`config.mk`:
```
export PLATFORM = sky130hd
export DESIGN_NAME = morse_decoder
export DESIGN_NICKNAME = d
export VERILOG_FILES = /design/src/rtl/morse_decoder.sv
export SDC_FILE = /design/constraint.sdc
export NUM_CORES = 1
export LEC_CHECK = 0
export ABC_CLOCK_PERIOD_IN_PS = 6400
export BUFFER_PORTS_ARGS = -buffer_cell sky130_fd_sc_hd__buf_2
export CELL_PAD_IN_SITES_DETAIL_PLACEMENT = 0
export CELL_PAD_IN_SITES_GLOBAL_PLACEMENT = 1
export CORE_MARGIN = 2
export CORE_UTILIZATION = 35
export CTS_CLUSTER_SIZE = 16
export DETAILED_ROUTE_END_ITERATION = 10
export GPL_ROUTABILITY_DRIVEN = 0
export PLACE_DENSITY_LB_ADDON = 0.05
export RECOVER_POWER = 25
export SYNTH_ARGS = -nofsm -noshare
export SYNTH_HDL_FRONTEND = slang
export SYNTH_SLANG_ARGS = --single-unit
```
`constraint.sdc`:
```
create_clock -name clk -period 6.4 [get_ports clk]
set_input_delay 1.92 -clock clk [delete_from_list [all_inputs] [get_ports clk]]
set_output_delay 1.92 -clock clk [all_outputs]
set_load 0.005 [all_outputs]
```
`src/rtl/morse_decoder.sv`:
```
// Morse key decoder: synchronizes and debounces a raw key, times presses and
// gaps in units of UNIT_CYCLES, and emits a 6-bit character code per letter/digit.
module morse_decoder #(
    parameter int unsigned UNIT_CYCLES     = 5000000,
    parameter int unsigned DEBOUNCE_CYCLES = 1000000
) (
    input  logic       clk,
    input  logic       rst,
    input  logic       key,
    output logic [5:0] code,
    output logic       code_valid,
    output logic       code_err,
    output logic       busy
);

    localparam int unsigned GAP_LIMIT = 3 * UNIT_CYCLES;
    localparam int unsigned DASH_MIN  = 2 * UNIT_CYCLES;
    localparam int unsigned TW        = $clog2(GAP_LIMIT + 1);
    localparam int unsigned DW        = (DEBOUNCE_CYCLES > 1) ? $clog2(DEBOUNCE_CYCLES) : 1;

    typedef enum logic [1:0] {
        IDLE,
        PRESS,
        GAP,
        EMIT
    } state_t;

    state_t          state_q, state_d;
    logic            sync1_q, sync2_q;
    logic            key_db_q, key_db_d;
    logic [DW-1:0]   db_cnt_q, db_cnt_d;
    logic [TW-1:0]   tim_q, tim_d;
    logic [2:0]      len_q, len_d;
    logic [4:0]      pat_q, pat_d;
    logic            ovf_q, ovf_d;
    logic [5:0]      code_q, code_d;
    logic            valid_q, valid_d;
    logic            err_q, err_d;
    logic            dash;
    logic [6:0]      lut;

    function automatic logic [6:0] morse_lookup(input logic [2:0] len, input logic [4:0] pat);
        logic [6:0] r;
        r = '0;
        case ({len, pat})
            {3'd2, 5'b00001}: r = {1'b1, 6'd10};
            {3'd4, 5'b01000}: r = {1'b1, 6'd11};
            {3'd4, 5'b01010}: r = {1'b1, 6'd12};
            {3'd3, 5'b00100}: r = {1'b1, 6'd13};
            {3'd1, 5'b00000}: r = {1'b1, 6'd14};
            {3'd4, 5'b00010}: r = {1'b1, 6'd15};
            {3'd3, 5'b00110}: r = {1'b1, 6'd16};
            {3'd4, 5'b00000}: r = {1'b1, 6'd17};
            {3'd2, 5'b00000}: r = {1'b1, 6'd18};
            {3'd4, 5'b00111}: r = {1'b1, 6'd19};
            {3'd3, 5'b00101}: r = {1'b1, 6'd20};
            {3'd4, 5'b00100}: r = {1'b1, 6'd21};
            {3'd2, 5'b00011}: r = {1'b1, 6'd22};
            {3'd2, 5'b00010}: r = {1'b1, 6'd23};
            {3'd3, 5'b00111}: r = {1'b1, 6'd24};
            {3'd4, 5'b00110}: r = {1'b1, 6'd25};
            {3'd4, 5'b01101}: r = {1'b1, 6'd26};
            {3'd3, 5'b00010}: r = {1'b1, 6'd27};
            {3'd3, 5'b00000}: r = {1'b1, 6'd28};
            {3'd1, 5'b00001}: r = {1'b1, 6'd29};
            {3'd3, 5'b00001}: r = {1'b1, 6'd30};
            {3'd4, 5'b00001}: r = {1'b1, 6'd31};
            {3'd3, 5'b00011}: r = {1'b1, 6'd32};
            {3'd4, 5'b01001}: r = {1'b1, 6'd33};
            {3'd4, 5'b01011}: r = {1'b1, 6'd34};
            {3'd4, 5'b01100}: r = {1'b1, 6'd35};
            {3'd5, 5'b11111}: r = {1'b1, 6'd0};
            {3'd5, 5'b01111}: r = {1'b1, 6'd1};
            {3'd5, 5'b00111}: r = {1'b1, 6'd2};
            {3'd5, 5'b00011}: r = {1'b1, 6'd3};
            {3'd5, 5'b00001}: r = {1'b1, 6'd4};
            {3'd5, 5'b00000}: r = {1'b1, 6'd5};
            {3'd5, 5'b10000}: r = {1'b1, 6'd6};
            {3'd5, 5'b11000}: r = {1'b1, 6'd7};
            {3'd5, 5'b11100}: r = {1'b1, 6'd8};
            {3'd5, 5'b11110}: r = {1'b1, 6'd9};
            default:          r = '0;
        endcase
        return r;
    endfunction

    always_comb begin
        db_cnt_d = db_cnt_q;
        key_db_d = key_db_q;
        if (sync2_q == key_db_q) begin
            db_cnt_d = '0;
        end else if (db_cnt_q == DW'(DEBOUNCE_CYCLES - 1)) begin
            key_db_d = sync2_q;
            db_cnt_d = '0;
        end else begin
            db_cnt_d = db_cnt_q + 1'b1;
        end
    end

    // The FSM reacts to the debouncer's next value so it moves on the same
    // edge the debounced key changes; this fixes the emit latency at 3U+1.
    always_comb begin
        state_d = state_q;
        case (state_q)
            IDLE:    if (key_db_d) state_d = PRESS;
            PRESS:   if (!key_db_d) state_d = GAP;
            GAP: begin
                if (tim_q == TW'(GAP_LIMIT)) state_d = EMIT;
                else if (key_db_d)           state_d = PRESS;
            end
            EMIT:    state_d = IDLE;
            default: state_d = IDLE;
        endcase
    end

    assign dash = (tim_q >= TW'(DASH_MIN));
    assign lut  = morse_lookup(len_q, pat_q);

    always_comb begin
        tim_d   = tim_q;
        len_d   = len_q;
        pat_d   = pat_q;
        ovf_d   = ovf_q;
        code_d  = code_q;
        valid_d = 1'b0;
        err_d   = 1'b0;

        if (state_d != state_q || state_q == IDLE) begin
            tim_d = '0;
        end else if (tim_q != TW'(GAP_LIMIT)) begin
            tim_d = tim_q + 1'b1;
        end

        if (state_q == PRESS && state_d == GAP) begin
            if (len_q == 3'd5) begin
                ovf_d = 1'b1;
            end else begin
                pat_d = {pat_q[3:0], dash};
                len_d = len_q + 3'd1;
            end
        end else if (state_q == EMIT) begin
            len_d = '0;
            pat_d = '0;
            ovf_d = 1'b0;
        end

        // Pulses are registered on entry so they line up with the EMIT cycle.
        if (state_q == GAP && state_d == EMIT) begin
            if (!ovf_q && lut[6]) begin
                code_d  = lut[5:0];
                valid_d = 1'b1;
            end else begin
                err_d = 1'b1;
            end
        end
    end

    always_ff @(posedge clk) begin
        if (rst) begin
            state_q  <= IDLE;
            sync1_q  <= 1'b0;
            sync2_q  <= 1'b0;
            key_db_q <= 1'b0;
            db_cnt_q <= '0;
            tim_q    <= '0;
            len_q    <= '0;
            pat_q    <= '0;
            ovf_q    <= 1'b0;
            code_q   <= '0;
            valid_q  <= 1'b0;
            err_q    <= 1'b0;
        end else begin
            state_q  <= state_d;
            sync1_q  <= key;
            sync2_q  <= sync1_q;
            key_db_q <= key_db_d;
            db_cnt_q <= db_cnt_d;
            tim_q    <= tim_d;
            len_q    <= len_d;
            pat_q    <= pat_d;
            ovf_q    <= ovf_d;
            code_q   <= code_d;
            valid_q  <= valid_d;
            err_q    <= err_d;
        end
    end

    assign code       = code_q;
    assign code_valid = valid_q;
    assign code_err   = err_q;
    assign busy       = (state_q != IDLE);

endmodule
```
# Word-level counts from Yosys, hierarchy flattened
# Cells that the tools add are included.
# W data, S select, Z words.
[totals] register_bits=66 latch_bits=0 ram_bits=0 mem_bits_ro=0 inputBits=3 out_inout_bits=9 wordCells=98 mem_count=0
[op_classes] add_sub_neg=3 n_mul=0 div=0 n_lt_le_gt_ge=1 eq_ne=49 shifts=0 muxes=18 bitwise_logic=1 reduce_logical=14
[op_table] cell="$pmux W7 S36" count=1
[op_table] cell="$eq A8 B8 Y1 const B" count=22
[op_table] cell="$eq A8 B7 Y1 const B" count=12
[op_table] cell="$add A24 B1 Y24 const B" count=1
[op_table] cell="$eq A24 B24 Y1 const B" count=1
[op_table] cell="$ge A24 B24 Y1 const B" count=1
[op_table] cell="$ne A24 B24 Y1 const B" count=1
[op_table] cell="$add A20 B1 Y20 const B" count=1
[op_table] cell="$eq A20 B20 Y1 const B" count=1
[op_table] cell="$eq A8 B6 Y1 const B" count=2
[op_table] cell="$mux W5" count=3
[op_table] cell="$mux W3" count=3
[op_table] cell="$eq A2 B2 Y1 const B" count=4
[op_table] cell="$pmux W2 S4" count=1
[op_table] cell="$mux W1" count=7
[op_table] cell="$mux W2" count=3
[op_table] cell="$reduce_and A2 Y1" count=3
[op_table] cell="$reduce_bool A2 Y1" count=2
[op_table] cell="$reduce_or A2 Y1" count=2
[op_table] cell="$add A3 B1 Y3 const B" count=1
[op_table] cell="$eq A3 B3 Y1 const B" count=1
[op_table] cell="$logic_and A1 B1 Y1" count=3
[op_table] cell="$reduce_or A3 Y1" count=1
[op_table] cell="$eq A2 B1 Y1 const B" count=1
[op_table] cell="other kinds (8)" count=8

# Longest topological paths before layout
[depth] depth_word=10 depth_mapped=9

# Worst setup path before layout
# Ideal clock, no wire load.
[synth_timing] kind="input to register" from="in rst" to="reg db_cnt_q[10]" setup_time_ns=0.128 arrival_ns=2.610 required_time_ns=6.272 path_slack_ns=3.662 stages=4 path_cell_list="clkinv_1 > o211ai_1 > clkbuf_1 > nor2_1"
[synth_between] elab_chain_cells=1
[synth_lines] element="start, declared" line="8" text="input logic rst,"
[synth_lines] element="$reduce_or A3 Y1 (no line)"
[synth_lines] element="end signal, assigned" line="177" text="db_cnt_q <= db_cnt_d;"
[synth_lines] element="end, declared" line="31" text="logic [DW-1:0] db_cnt_q, db_cnt_d;"
# No other way between the ends.
# A chain may end at the register's enable or synchronous reset.

# Final worst setup path
[layout_timing] from="in rst" to="reg db_cnt_q[13]"
# Same word-level chain as after synthesis.

==> flow_summary.rst <==
.. list-table::
   :header-rows: 1

   * - Metric
     - Value
   * - Avg Cell Area, Syn
     - between 8 and 9 um^2
   * - Die span in x
     - 106 um
   * - Number of nets with antenna violations after detailed routing
     - 0
   * - CP Class
     - input pin to flip-flop
   * - Share of post-route cells with drive strength above 1
     - 0.0974
   * - Initial antenna violation count
     - 0
   * - Number of iterations in the first detailed-routing pass
     - 4
   * - Max VDD drop
     - ~0.000087 V
   * - Setup repair after global routing missed its margin
     - false
   * - Global route total overflow
     - 0
   * - Vias post-DR
     - around 3.2k
   * - Via count of the first global-routing pass
     - ~2.9k
   * - Async SR Flop Fraction
     - 0
   * - First DRT Iteration DRCs
     - between 100 and 150
   * - Max Fanout on Critical Path
     - 21
   * - Worst-margin pin slew
     - 1.15 ns
   * - Number of buffers inserted during clock tree synthesis
     - 9
   * - Register bit count reported by yosys
     - 66
   * - Vias per cell
     - roughly 5.3
   * - Required time worst endpoint
     - 6.62 ns
   * - Total Negative Setup Slacks
     - 0 ns
   * - Max_cap viols
     - 0
   * - Routed length on met3
     - 301 um
   * - Num ports
     - 12
   * - Element type at the critical path start
     - input pin
   * - Routed length on met1
     - 4.51 mm
   * - Number of distinct library cell variants in the gate-level netlist after synthesis
     - 69
   * - Deepest clock path buffer count
     - 2
   * - Resize count post-CTS
     - 0
   * - Die Span Y
     - approximately 110 um
   * - Final wirelength
     - 8.77 mm
   * - Starting utilization of the core area
     - 0.357
   * - All-Layer GR Usage
     - 0.161
   * - Number of hold violations in the final report
     - 0
   * - Relative area change from synthesis to final layout
     - 7.77%
   * - Portion of synthesized cell area occupied by the leading cell type
     - 0.360
   * - Most used flip-flop cell after synthesis
     - sky130_fd_sc_hd__dfxtp_1
   * - Final routed DRC violation total
     - 0
   * - Synthesized net count
     - about 470
   * - Total clock sinks
     - 66
   * - Clock tree from TritonCTS
     - yes
   * - Type of the tightest min-delay check
     - flip-flop to flip-flop
   * - Part of the Yosys area used for sequential elements
     - 0.360
   * - Clock slew at reported path FFs
     - about 0.07 ns
   * - Highest routed metal layer
     - met4
   * - Power density relative to cell area
     - ~180 mW/mm^2
   * - Yosys warning count
     - 0
   * - Number of enable-type register cells in the synthesized netlist
     - 0
   * - Clock tree skew after final layout
     - just over 0.01 ns
   * - Post-Synthesis Cells
     - around 460
   * - Achievable clock frequency
     - approximately 0.28 GHz
   * - Wire length of the first global-routing pass
     - 14.6 mm
   * - Tmin final
     - 3.57 ns
   * - Total Power Consumption
     - 0.725 mW
   * - Largest area contributor in the synthesized netlist
     - sky130_fd_sc_hd__dfxtp_1
   * - Number of nets at the end of the flow
     - roughly 470
   * - Number of buffer cells added on primary ports
     - 11
   * - Max-slew headroom
     - 0.221
   * - Antenna cell count
     - 0
   * - Clock latency on the worst-skew pair
     - about 0.34 ns
   * - CTS H-tree depth
     - 3
   * - HPWL after detailed placement
     - 6.03 mm
   * - Result of the run
     - finished clean
   * - Static power due to leakage
     - 1.28 nW
   * - Endpoints failing setup
     - 0
   * - Endpoint type of the worst setup path
     - flip-flop
   * - Pins over their slew limit
     - 0
   * - Standard-cell rows
     - 37
   * - Netlist Area Pre-Place
     - 0.00367 mm^2
   * - Data arrival time of the critical path
     - between 3 and 4 ns
   * - Count of hold buffers inserted by post-cts repair
     - 0
   * - Met2 layer wire length in the routed design
     - roughly 3.9 mm
   * - Library cell with the highest instance count after synthesis
     - sky130_fd_sc_hd__nor2_1
   * - Clock root buffer master
     - sky130_fd_sc_hd__clkbuf_8
   * - Most frequent cells after synthesis
     - sky130_fd_sc_hd__nor2_1 (67), sky130_fd_sc_hd__dfxtp_1 (66), sky130_fd_sc_hd__nand3_1 (36)
   * - Largest cells by area after synthesis
     - sky130_fd_sc_hd__dfxtp_1 (36%), sky130_fd_sc_hd__nor2_1 (6.8%), sky130_fd_sc_hd__xnor2_1 (5.2%), sky130_fd_sc_hd__nand3_1 (4.9%), sky130_fd_sc_hd__xor2_1 (4.3%)
   * - WL/cell
     - around 15 um
   * - Setup Fix Bufs, Post-CTS
     - 0
   * - Final period utilization
     - 0.558
   * - Core box area
     - between 0.01 and 0.015 mm^2
   * - DIE AREA
     - roughly 0.011 mm^2
   * - Maximum number of pins on one net before global-route repair
     - 25
[stage by stage]
stage,std cells,instance area [um^2],utilization,setup slack [ns],hold WS (ns)
finish,598,3960,0.385,2.83,0.452
global placement,582,3800,0.370,3.06,0.444
floorplan,457,3670,-,3.66,0.414
detailed placement,582,3800,0.370,3.03,0.445
global route,598,3960,0.385,2.61,0.478
CTS,598,3970,0.387,3.21,0.454
[power by group]
part / total (mW) / switching (mW) / internal (mW)
clock: 0.307 / 0.158 / 0.149
sequential: 0.412 / 0.000384 / 0.411
combinational: 0.00609 / 0.00472 / 0.00137
total: 0.725 / 0.163 / 0.562
[placed cells by master, fill, tap and decap left out, types with 4 or more instances in the layout]
master	count
sky130_fd_sc_hd__dfxtp_1	66
sky130_fd_sc_hd__o21ai_0	6
sky130_fd_sc_hd__nor2_1	67
sky130_fd_sc_hd__nor3_1	14
sky130_fd_sc_hd__or4_1	4
sky130_fd_sc_hd__or3_1	5
sky130_fd_sc_hd__inv_1	18
sky130_fd_sc_hd__clkbuf_8	10
sky130_fd_sc_hd__xnor2_1	22
sky130_fd_sc_hd__xor2_1	18
sky130_fd_sc_hd__nand2_1	33
sky130_fd_sc_hd__a221oi_1	4
sky130_fd_sc_hd__a31oi_1	8
sky130_fd_sc_hd__buf_2	9
sky130_fd_sc_hd__ha_1	5
sky130_fd_sc_hd__a21oi_1	17
sky130_fd_sc_hd__a31o_2	5
sky130_fd_sc_hd__nor4_1	5
sky130_fd_sc_hd__and3_1	10
sky130_fd_sc_hd__nand4_1	15
sky130_fd_sc_hd__nor2b_1	10
sky130_fd_sc_hd__mux2i_1	4
sky130_fd_sc_hd__nand3_1	36
[state kept, by name, indices dropped and copies added, names as in the netlist]
| signal | cells |
|---|---|
| tim_q | 24 |
| db_cnt_q | 20 |
| code | 6 |
| pat_q | 5 |
| len_q | 3 |
| state_q | 2 |
| code_err | 1 |
| code_valid | 1 |
| key_db_q | 1 |
| ovf_q | 1 |
| sync1_q | 1 |
| sync2_q | 1 |
[cells by family (layout without fill, tap and decap cells)]
logic type | count (synthesis) | after routing | share of synthesized area
flops | 66 | 66 | 0.360
simple gates | 230 | 230 | 0.327
xor+xnor | 40 | 40 | 0.0954
buf+inv | 43 | 48 | 0.0494
mux | 7 | 7 | 0.0201
fa+ha+maj | 5 | 5 | 0.0170
compound gates | 66 | 66 | 0.131
[area by class of cell]
| cell class | count | area, um^2 |
|---|---|---|
| inverter | 19 | 71.3 |
| clock inverter | 5 | 30.0 |
| fill | 1096 | 6320 |
| clock buffer | 11 | 141 |
| multi-input combinational | 348 | 2160 |
| timing repair buffer | 13 | 67.6 |
| sequential | 66 | 1320 |
| tap | 136 | 170 |
[critical path, cell delays in order]
cell                       delay, ns
sky130_fd_sc_hd__clkbuf_1       0.73
sky130_fd_sc_hd__clkinv_1       0.57
sky130_fd_sc_hd__o211ai_1       0.22
sky130_fd_sc_hd__buf_4          0.27
sky130_fd_sc_hd__nor2_1         0.08
[worst paths after layout]
kind                                       startpoint                       to  slack [ns]  cells after the start
worst max-delay path                              rst  db_cnt_q[13]$_SDFF_PP0_        2.83                      5
worst min-delay path               sync1_q$_SDFF_PP0_       sync2_q$_SDFF_PP0_        0.45                      1
worst max register to register  len_q[0]$_SDFFE_PP0P_     code[3]$_SDFFE_PP0P_        3.17                      6
worst min register to register     sync1_q$_SDFF_PP0_       sync2_q$_SDFF_PP0_        0.45                      1
[layer usage]
layer | up-vias | GRT usage
met5 | - | 0
met1 | 1468 | 0.225
met3 | 10 | 0.0307
met2 | 56 | 0.245
met4 | 0 | 0.0622
li1 | 1620 | -
No activity file was read; power rests on OpenSTA's default activity.
